File: src/rtl/omega_update_ctrl.sv
// omega_update_ctrl: takes the frequency word from the SPI slave when a frame
// ends, waits for an NCO phase-accumulator wrap (with a timeout fallback), then
// writes it to the NCO omega input.
// Optional feature macro: OMEGA_RAMP_EN. When it is defined, omega slews
// toward the target in RAMP_STEP increments, one step every RAMP_DIV clocks,
// instead of jumping to it.
//
// state       | meaning
// S_IDLE      | no update pending
// S_CAPTURE   | latch spi_data as the new target and restart the wrap timer
// S_WAIT_WRAP | wait for nco_wrap, or force the update when the timer expires
// S_APPLY     | omega was just written (no ramp), or the ramp is about to start
// S_RAMP      | step omega toward the target (OMEGA_RAMP_EN only)
module omega_update_ctrl #(
  parameter int          OMEGA_W  = 40,
  parameter logic [15:0] WRAP_TMO = 16'hFFFF
`ifdef OMEGA_RAMP_EN
  ,
  parameter logic [OMEGA_W-1:0] RAMP_STEP = {{(OMEGA_W-9){1'b0}}, 9'h100},
  parameter logic [15:0]        RAMP_DIV  = 16'd1000
`endif
) (
  input  logic               clk,
  input  logic               rst_n,
  input  logic               spi_ssel,
  input  logic [OMEGA_W-1:0] spi_data,
  input  logic               nco_wrap,
  input  logic               clr_status,
  output logic [63:0]        omega,
  output logic               omega_load,
  output logic               busy,
  output logic               overrun,
  output logic               timeout
);

  typedef enum logic [2:0] {
    S_IDLE,
    S_CAPTURE,
    S_WAIT_WRAP,
    S_APPLY
`ifdef OMEGA_RAMP_EN
    ,
    S_RAMP
`endif
  } state_t;

  state_t             state;
  logic               ssel_meta, ssel_sync, ssel_prev;
  logic               frame_done;
  logic [OMEGA_W-1:0] target;
  logic [OMEGA_W-1:0] omega_r;
  logic [15:0]        tmo_cnt;
`ifdef OMEGA_RAMP_EN
  logic [15:0]        div_cnt;
  logic               cap_pend;
  logic [OMEGA_W-1:0] diff;
  logic               up;
`endif

  assign omega      = {{(64-OMEGA_W){1'b0}}, omega_r};
  assign frame_done = ssel_sync & ~ssel_prev;

  // Synchronize slave select and keep one delayed copy for the rising-edge detect
  always_ff @(posedge clk or negedge rst_n) begin
    if (!rst_n) begin
      ssel_meta <= 1'b1;
      ssel_sync <= 1'b1;
      ssel_prev <= 1'b1;
    end else begin
      ssel_meta <= spi_ssel;
      ssel_sync <= ssel_meta;
      ssel_prev <= ssel_sync;
    end
  end

`ifdef OMEGA_RAMP_EN
  // Distance to the target and the direction of the next ramp step
  always_comb begin
    up   = (target >= omega_r);
    diff = up ? (target - omega_r) : (omega_r - target);
  end
`endif

  // Update sequencer; omega is written on the transition into APPLY, so
  // omega_load is high during the APPLY cycle
  always_ff @(posedge clk or negedge rst_n) begin
    if (!rst_n) begin
      state      <= S_IDLE;
      target     <= '0;
      omega_r    <= '0;
      tmo_cnt    <= '0;
      omega_load <= 1'b0;
      busy       <= 1'b0;
      overrun    <= 1'b0;
      timeout    <= 1'b0;
`ifdef OMEGA_RAMP_EN
      div_cnt    <= '0;
      cap_pend   <= 1'b0;
`endif
    end else begin
      omega_load <= 1'b0;
      // set events later in this block override the clear
      if (clr_status) begin
        overrun <= 1'b0;
        timeout <= 1'b0;
      end
      case (state)
        S_IDLE: begin
          if (frame_done) begin
            state <= S_CAPTURE;
            busy  <= 1'b1;
          end
        end
        S_CAPTURE: begin
          target  <= spi_data;
          tmo_cnt <= '0;
          // another frame ending here: stay and recapture on the next cycle
          if (frame_done) overrun <= 1'b1;
          else            state   <= S_WAIT_WRAP;
        end
        S_WAIT_WRAP: begin
          if (frame_done) begin
            overrun <= 1'b1;
            state   <= S_CAPTURE;
          end else if (nco_wrap || (tmo_cnt == WRAP_TMO)) begin
            if (!nco_wrap) timeout <= 1'b1;
            state <= S_APPLY;
`ifndef OMEGA_RAMP_EN
            omega_r    <= target;
            omega_load <= 1'b1;
`endif
          end else begin
            tmo_cnt <= tmo_cnt + 16'd1;
          end
        end
        S_APPLY: begin
          if (frame_done) begin
            overrun <= 1'b1;
            state   <= S_CAPTURE;
          end else begin
`ifdef OMEGA_RAMP_EN
            state   <= S_RAMP;
            div_cnt <= '0;
`else
            state   <= S_IDLE;
            busy    <= 1'b0;
`endif
          end
        end
`ifdef OMEGA_RAMP_EN
        S_RAMP: begin
          // a new frame retargets one cycle later; no wrap wait while ramping
          cap_pend <= frame_done;
          if (frame_done) overrun <= 1'b1;
          if (cap_pend) begin
            target <= spi_data;
          end else if (div_cnt == RAMP_DIV - 16'd1) begin
            div_cnt    <= '0;
            omega_load <= 1'b1;
            if (diff <= RAMP_STEP) begin
              omega_r <= target;
              if (!frame_done) begin
                state <= S_IDLE;
                busy  <= 1'b0;
              end
            end else if (up) begin
              omega_r <= omega_r + RAMP_STEP;
            end else begin
              omega_r <= omega_r - RAMP_STEP;
            end
          end else begin
            div_cnt <= div_cnt + 16'd1;
          end
        end
`endif
        default: begin
          state <= S_IDLE;
          busy  <= 1'b0;
        end
      endcase
    end
  end

endmodule

File: config.mk
export PLATFORM = sky130hd
export DESIGN_NAME = omega_update_ctrl
export DESIGN_NICKNAME = d
export VERILOG_FILES = /design/src/rtl/omega_update_ctrl.sv
export SDC_FILE = /design/constraint.sdc
export NUM_CORES = 1
export LEC_CHECK = 0
export ABC_AREA = 1
export CORE_MARGIN = 1
export CORE_UTILIZATION = 30
export CTS_BUF_LIST = sky130_fd_sc_hd__clkbuf_8
export DETAILED_ROUTE_END_ITERATION = 10
export SLEW_MARGIN = 30
export SYNTH_ARGS = -nofsm -noshare
export SYNTH_HDL_FRONTEND = slang
export SYNTH_SLANG_ARGS = --single-unit
File: constraint.sdc
create_clock -name clk -period 3.5 [get_ports clk]
set_input_delay 0.7 -clock clk [delete_from_list [all_inputs] [get_ports clk]]
set_output_delay 0.7 -clock clk [all_outputs]
set_load 0.02 [all_outputs]
# Word level (Yosys, flattened, before mapping)
# Cells that the tools add are included.
[classes] add_sub_neg=1 eq_ne=10 mux=23 n_bitwise=4 reduce_logical=9
[ops] cell="two-way mux 16 bit" count=2
[ops] cell="one-hot mux 16 bit (2 select lines)" count=1
[ops] cell="adder 16 x 1 -> 16 bit, second input constant" count=1
[ops] cell="== test 16 bit, second input constant" count=1
[ops] cell="two-way mux 1 bit" count=14
[ops] cell="two-way mux 3 bit" count=4
[ops] cell="one-hot mux 3 bit (4 select lines)" count=1
[ops] cell="AND reduction 3 bit" count=4
[ops] cell="!= test 2 bit, second input constant" count=5
[ops] cell="== test 3 x 2 -> 1 bit, second input constant" count=2
[ops] cell="== test 3 x 1 -> 1 bit, second input constant" count=1
[ops] cell="zero test 3 bit" count=1
[ops] cell="!= test 3 bit, second input constant" count=1
[ops] cell="NOT 1 bit" count=3
[ops] cell="one-hot mux 1 bit (3 select lines)" count=1
[ops] cell="OR reduction 3 bit" count=1
[ops] cell="nonzero test 2 bit" count=1
[ops] cell="OR reduction 2 bit" count=1
[ops] cell="bitwise AND 1 bit" count=1
[ops] cell="logical OR 1 bit" count=1
[totals] register_bits=106 input_bits=45 out_inout_bits=68 elab_cells=58

# Depth between registers and ports, before layout
# Gate-level depths: netlist of the first run.
[depth] ltp_word=5 depth_mapped=11 ltp_nobuf=9

# Least setup slack after synthesis of the first run
# OpenSTA, ideal clock, no wires.
[synth_timing] kind="reg-to-reg" startpoint="register state[0]" endpoint="register tmo_cnt[12]" setup_ns=0.118 arrival_ns=1.550 required_time_ns=3.382 path_slack_ns=1.833 path_stages_with_launch=12 path_buffers=2 period_less_slack_ns=1.667 cell_sequence="dfrtp_1 -> inv_1 -> ha_1 -> buf_2 -> nand2_1 -> nor2_2 -> inv_1 -> nor2_4 -> nor2_8 -> buf_8 -> nand2_1 -> o21ai_2"
[synth_via] elab_chain_cells=3 elab_cells_between_ends=7 cone_classes="4 x eq/ne; 1 x mux; 2 x reduce/logical"
[synth_lines] element="start: declaration" line_no="47" text="state_t state;"
[synth_lines] element="start signal: assignment" line_no="88" text="state <= S_IDLE;"
[synth_lines] element="start signal: assignment" line_no="110" text="state <= S_CAPTURE;"
[synth_lines] element="start signal: assignment" line_no="119" text="else state <= S_WAIT_WRAP;"
[synth_lines] element="== test 3 x 2 -> 1 bit / == test 3 x 1 -> 1 bit (equally long branches)" line_no="107" text="case (state)"
[synth_lines] element="!= test 2 bit (no line) / nonzero test 2 bit (equally long branches)"
[synth_lines] element="AND reduction 3 bit (no line)"
[synth_lines] element="end signal: assignment" line_no="133" text="tmo_cnt <= tmo_cnt + 16'd1;"
[synth_lines] element="end: declaration" line_no="52" text="logic [15:0] tmo_cnt;"
# Parallel ways exist; a longest one is shown, timed or not.
# A chain may end at the register's enable or synchronous reset.

# Final worst setup path of the first run
[layout_timing] startpoint="register timeout" endpoint="output port timeout"
[layout_lines] element="start: declaration" line_no="33" text="output logic timeout"
[layout_lines] element="start signal: assignment" line_no="95" text="timeout <= 1'b0;"
[layout_lines] element="start signal: assignment" line_no="105" text="timeout <= 1'b0;"
[layout_lines] element="start signal: assignment" line_no="126" text="if (!nco_wrap) timeout <= 1'b1;"
# No word-level cell between the ends.

==> results of run 1 <==
per-stage QoR:
stage	utilization [%]	setup WS, ns
2_1_floorplan	-	1.833
3_3_place_gp	37.14	1.425
3_5_place_dp	37.14	1.388
4_1_cts	38.33	1.350
5_1_grt	38.33	1.347
6_report	38.33	1.406
layout make-up:
type	count	area share [%]
Timing Repair Buffer	91	15.71
Clock inverter	5	0.5309
Multi-Input combinational cell	327	27.71
Tap cell	211	4.481
Sequential cell	105	44.66
Inverter	68	4.332
Clock buffer	11	2.570
flip-flops by register name, summed over array words and instances, names as in the netlist:
signal / count
target: 40
timeout: 1
ssel_meta: 1
ssel_prev: 1
omega_load: 1
busy: 1
state: 2
omega_r: 40
tmo_cnt: 16
overrun: 1
ssel_sync: 1
cell usage in the layout, fill, tap and decap left out, drive strengths merged:
cell | synthesis | routed
nor2 | 24 | 24
nand4 | 5 | 5
clkbuf | 5 | 11
buf | 39 | 4
nand3 | 17 | 17
nand2 | 146 | 146
nand3b | 1 | 1
clkinv | 0 | 3
ha | 5 | 5
dfstp | 3 | 3
o21ai | 94 | 94
xnor2 | 1 | 1
conb | 1 | 24
nor3 | 1 | 1
clkdlybuf4s50 | 0 | 87
o22ai | 1 | 1
inv | 68 | 70
xor2 | 5 | 5
dfrtp | 102 | 102
o21bai | 3 | 3
synth_stat cells:
cell        n  share of area [%]
nand4_1     5               0.66
xnor2_1     1               0.18
o21bai_1    3               0.47
nor2_1     17                1.3
o21ai_2    20                3.7
o21ai_1    27                2.8
clkbuf_1    5               0.39
nor2_4      3               0.71
dfrtp_1   102                 54
nand2_2     2               0.26
ha_1        5                1.3
inv_1      68                5.4
nor2_8      2               0.84
nand2_1   143                 11
o21ai_0    46                4.8
buf_1       3               0.24
o21ai_4     1               0.34
buf_8       1               0.31
buf_6       9                2.1
conb_1      1              0.079
o22ai_1     1               0.13
buf_4      24                3.8
nand3b_1    1               0.16
nor3_1      1               0.10
nor2_2      2               0.26
buf_2       2               0.21
xor2_1      5               0.92
nand3_1    17                1.8
dfstp_2     3                1.7
nand2_4     1               0.24
report_power, final:
part	internal [W]	switching, W	total [W]
clock network	0.000297	0.000421	0.000719
logic	0.000716	0.00109	0.00180
registers	0.00167	0.000197	0.00187
cells by family (layout without fill, tap and decap cells):
group | after synthesis | after routing
flops | 105 | 105
compound gates | 98 | 98
xor+xnor | 6 | 6
buf+inv | 112 | 175
simple gates | 194 | 194
fa+ha+maj | 5 | 5
other cells | 1 | 24
routing by layer:
layer / vias to the layer above / wire (um) / global-route usage, %
met1: 1571 / 4424 / 16.34
met3: 12 / 480 / 3.798
met4: 0 / 117 / 4.152
met5: - / 0 / 0
li1: 1744 / - / -
met2: 78 / 4307 / 20.14
worst min path at each step:
stage                         from                   to  slack, ns  depth (start not counted)
6_report       ssel_meta$_DFF_PN1_  ssel_sync$_DFF_PN1_       0.36                          0
5_1_grt        ssel_sync$_DFF_PN1_  ssel_prev$_DFF_PN1_       0.37                          0
4_1_cts        ssel_sync$_DFF_PN1_  ssel_prev$_DFF_PN1_       0.36                          0
3_5_place_dp   ssel_meta$_DFF_PN1_  ssel_sync$_DFF_PN1_       0.35                          0
3_3_place_gp   ssel_meta$_DFF_PN1_  ssel_sync$_DFF_PN1_       0.35                          0
2_1_floorplan  ssel_meta$_DFF_PN1_  ssel_sync$_DFF_PN1_       0.35                          0
==> flow_metrics.py, run 1 <==
metrics = {
    "sta": {
        "timing.final.crit_period_ns": 2.094,
        "number_of_pins_exceeding_their_max_slew_limit_in_the_final_report": 0,
        "final_tns_setup_ns": 0,
        "timing.clock.skew_ns": 0.01451,
        "rsz0062_at_grt": "false",
        "fmaxAchievable_mhz": 477.6,
        "timing.final.crit_share_pct": 59.83,
        "timing.max_slew.rel_slack_pct": 48.39,
        "holdWs_ns": 0.3647,
        "worst-slew-pin-transition_ns": 0.7741,
        "hold_violations": 0,
        "finalSetupViolCount": 0,
    },
    "placement": {
        "detailed_place_hpwl_um": 6276,
        "placedCellCount": 802,
        "placement.cell_area_mm2": 0.005709,
        "gpl.final_weighted_congestion": 0.7869,
        "placement.io_buffers": 88,
    },
    "synthesis": {
        "synthesis.area_mm2": 0.004767,
        "post_synth_fa_ha_maj_area_fraction_pct": 1.312,
        "synth_simple_gate_area_share_pct": 17.61,
        "synthesis_warnings": 0,
        "synth_compound_gate_area_share_pct": 12.28,
        "dominant_combinational_cell_family_by_area_after_synthesis": "simple AND/OR/NAND/NOR gates",
        "post_synth_xor_area_fraction_pct": 1.102,
        "synth.ff_latch_count": 105,
        "average_cell_area_after_synthesis_um2": 9.150,
        "synth_cells": 521,
        "synth_sequential_area_ratio_pct": 55.20,
        "synthDistinctLibCells": 30,
        "synth_mux_area_share_pct": 0,
    },
    "clock_network": {
        "clk-insertion-delay-late_ns": 0.38,
        "cts_hold_buffers": 0,
        "number_of_clock_sinks_seen_by_cts": 105,
        "cts_buffers": 9,
        "cts-root-buf": "clkbuf_8",
        "clkTransAtPathRegs_ns": 0.09,
        "clock_path_buffers": 2,
        "cts_tree": "built",
        "postCtsResizedCells": 0,
        "cts_setup_buffers": 0,
        "cts_max_level": 3,
    },
    "die": {
        "row_count": 45,
        "pin_count": 113,
        "initial_core_util_pct": 31.01,
        "die-width_um": 128.1,
        "die_area_mm2": 0.01640,
        "fp.coreArea_mm2": 0.01537,
        "dieHeight_um": 128.1,
    },
    "worst_setup_path": {
        "biggest_fanout_along_the_worst_timing_path": 2,
        "critical_path_required_ns": 2.80,
        "worstSetupEndpoint": "timeout",
        "critical_setup_path_class": "reg2out",
        "slowest_stage": "clkdlybuf4s50_1",
        "crit_start": "timeout$_DFF_PN0_",
        "cp_cell_sequence": "clkdlybuf4s50_1",
        "critical_path.reg2reg.startpoint": "state[0]$_DFFE_PN0P_",
        "r2r_cells": 8,
        "crit_family": "buffers and inverters",
        "crit-reg2reg-capture": "tmo_cnt[5]$_DFFE_PN0P_",
        "reg2reg_slack_ns": 1.60,
        "critical_path.startpoint_type": "register",
        "setup.worst_path.end_class": "output pin",
        "cp_num_buf_inv": 1,
        "worst-path-stages": 1,
        "max_stage_delay_ns": 0.63,
        "cp_data_arrival_time_ns": 1.39,
    },
    "cells_and_area": {
        "stdcell_area_mm2": 0.005892,
        "fillCellCount": 1531,
        "insertedDiodeCount": 0,
        "multi_input_area_mm2": 0.001633,
        "synthToLayoutAreaGrowth_pct": 23.60,
        "post_route_cells_drive_above_1_share_pct": 8.896,
        "num-nets-final": 652,
        "fin_cells": 818,
        "layout.area.seq_mm2": 0.002631,
    },
    "route": {
        "first_pass_iters": 4,
        "post-route-drc-count": 0,
        "detail_route.wl_per_cell_um": 11.40,
        "post_drt_via_cell_ratio": 4.163,
        "detailroute.via_count": 3405,
        "route.antenna.remaining_nets": 0,
        "total_wire_length_um": 9329,
        "drtIter0Drc": 81,
    },
    "power": {
        "power.density_mw_per_mm2": 744.5,
        "total_leakage_power_nw": 2.762,
        "worst_ir_drop_vdd_mv": 0.3409,
        "post-layout-total-power_w": 0.004386,
    },
    "grt": {
        "grt.overflow.total": 0,
        "grtUsageTotal_pct": 12.62,
        "grt_first_pass_wirelength_um": 16410,
        "grt_max_degree": 82,
        "grt_antenna_before_repair": 0,
        "first_global_vias": 3444,
    },
    "run": {
        "drv_cap": 0,
    },
    "min_path": {
        "holdCritPathClass": "reg2reg",
    },
    "outcome": {
        "run_status": "complete, no violations",
    },
}
No activity file was read; power rests on OpenSTA's default activity.
==> inputs of run 2 (changes only) <==
- clock period: 3.5 -> 1.69 ns (I/O delays scaled with it)
==> flow_metrics.py, run 2 (same netlist as run 1, synthesis figures left out) <==
metrics = {
    "route": {
        "detailroute.via_count": 3567,
        "first_pass_iters": 4,
        "detail_route.wl_per_cell_um": 12.79,
        "drtIter0Drc": 130,
        "post_drt_via_cell_ratio": 4.257,
        "route.antenna.remaining_nets": 0,
        "post-route-drc-count": 0,
        "total_wire_length_um": 10720,
    },
    "worst_setup_path": {
        "biggest_fanout_along_the_worst_timing_path": 8,
        "slowest_stage": "dfrtp_1",
        "critical_path_required_ns": 1.96,
        "reg2reg_slack_ns": -0.01,
        "critical_path.reg2reg.startpoint": "tmo_cnt[0]$_DFFE_PN0P_",
        "critical_setup_path_class": "reg2reg",
        "max_stage_delay_ns": 0.39,
        "critical_path.startpoint_type": "register",
        "cp_data_arrival_time_ns": 1.97,
        "crit_family": "simple AND/OR/NAND/NOR gates",
        "r2r_cells": 10,
        "setup.worst_path.end_class": "register",
        "crit-reg2reg-capture": "omega_r[24]$_DFFE_PN0P_",
        "cp_num_buf_inv": 2,
        "cp_cell_sequence": "ha_2, nand2_2, nor2_4, nand2_4, nor2_8, o21ai_4, buf_8, clkbuf_16, nand2_1, o21ai_2",
    },
    "cells_and_area": {
        "stdcell_area_mm2": 0.006178,
        "multi_input_area_mm2": 0.001709,
        "layout.area.seq_mm2": 0.002634,
        "mostFrequentLayoutCells": "127 x nand2_1, 100 x dfrtp_1, 69 x inv_1, 46 x o21ai_0, 44 x clkdlybuf4s50_1",
        "num-nets-final": 672,
        "insertedDiodeCount": 0,
        "biggestRegsByFlops": "omega_r: 40 flops, target: 40 flops, tmo_cnt: 16 flops",
        "final_common_cell": "nand2_1",
        "fillCellCount": 1517,
        "synthToLayoutAreaGrowth_pct": 29.61,
        "post_route_cells_drive_above_1_share_pct": 15.15,
    },
    "clock_network": {
        "cts_max_level": 3,
        "cts_tree": "built",
        "clk-insertion-delay-late_ns": 0.38,
        "cts_buffers": 9,
        "cts-root-buf": "clkbuf_8",
        "number_of_clock_sinks_seen_by_cts": 105,
        "cts_hold_buffers": 0,
        "clock_path_buffers": 2,
        "clkTransAtPathRegs_ns": 0.10,
    },
    "power": {
        "total_leakage_power_nw": 3.041,
        "power.density_mw_per_mm2": 1534,
        "post-layout-total-power_w": 0.009476,
        "worst_ir_drop_vdd_mv": 0.7988,
    },
    "sta": {
        "timing.final.crit_period_ns": 1.704,
        "layout_setup_ws_ns": -0.01390,
        "hold_violations": 5,
        "fmaxAchievable_mhz": 586.9,
        "rsz0062_at_grt": "true",
        "timing.max_slew.rel_slack_pct": 60.66,
        "timing.final.crit_share_pct": 100.8,
        "holdWs_ns": -0.01410,
        "final_tns_setup_ns": -0.03181,
        "finalSetupViolCount": 7,
        "timing.clock.skew_ns": 0.008199,
        "worst-slew-pin-transition_ns": 0.5901,
        "number_of_pins_exceeding_their_max_slew_limit_in_the_final_report": 0,
    },
    "grt": {
        "grt_first_pass_wirelength_um": 16910,
        "grt_antenna_before_repair": 0,
        "first_global_vias": 3505,
        "grt.overflow.total": 0,
        "grtUsageTotal_pct": 13.30,
        "grt_max_degree": 106,
    },
    "placement": {
        "detailed_place_hpwl_um": 6523,
        "placement.io_buffers": 88,
        "gpl.final_weighted_congestion": 0.7645,
        "placement.cell_area_mm2": 0.005774,
    },
    "die": {
        "pin_count": 113,
        "row_count": 45,
        "initial_core_util_pct": 31.01,
        "die-width_um": 128.1,
        "dieHeight_um": 128.1,
        "fp.coreArea_mm2": 0.01537,
        "die_area_mm2": 0.01640,
    },
    "outcome": {
        "run_status": "finished with violations",
        "violations": "hold timing, setup timing",
    },
    "min_path": {
        "holdCritPathClass": "in2async",
    },
    "run": {
        "drv_cap": 0,
    },
}
-- run 2: layout make-up --
cell class | count | share of cell area (%)
flip-flops and latches | 105 | 42.63
inverters | 68 | 4.131
clock buffers | 9 | 2.005
multi-input cells | 328 | 27.66
clock inverters | 7 | 1.519
well taps | 211 | 4.273
repair buffers | 110 | 17.78
-- run 2: worst max path at each step --
stage,from,to,slack [ns],cells after the start
after floorplan,state[0]$_DFFE_PN0P_,tmo_cnt[12]$_DFFE_PN0P_,0.02,11
after global placement,nco_wrap,tmo_cnt[11]$_DFFE_PN0P_,0.03,7
after detailed placement,nco_wrap,tmo_cnt[9]$_DFFE_PN0P_,-0.03,7
after CTS,tmo_cnt[0]$_DFFE_PN0P_,omega_r[11]$_DFFE_PN0P_,-0.0009,10
after global routing,tmo_cnt[0]$_DFFE_PN0P_,omega_r[10]$_DFFE_PN0P_,-0.11,10
final,tmo_cnt[0]$_DFFE_PN0P_,omega_r[24]$_DFFE_PN0P_,-0.01,10
-- run 2: report_power, final --
part           switching [W]  internal [W]  leakage (nW)
sequential          0.000409       0.00346          1.33
combinational        0.00243       0.00146          1.60
clock               0.000878      0.000837         0.111
-- run 2: metrics by stage --
stage          util [%]  instances  setup slack [ns]
3_3_place_gp      37.57        809           0.02974
2_1_floorplan         -        544           0.02265
5_1_grt           40.20        838           -0.1113
4_1_cts           38.93        828        -0.0009106
6_report          40.20        838          -0.01390
3_5_place_dp      37.57        809          -0.02702
-- run 2: repair_timing --
action / CTS / global route
buffers inserted: 2 / 6
setup endpoints to repair: 48 / 55
gates resized for setup: 45 / 28
cloned: 1 / 5
pin swaps: 0 / 5
-- run 2: metal layers --
metal  GRT usage [%]  part of all wire [%]
met5               0                     0
met4           4.775                   1.4
met3           4.299                   5.5
met2           22.19                    48
met1           16.08                    45
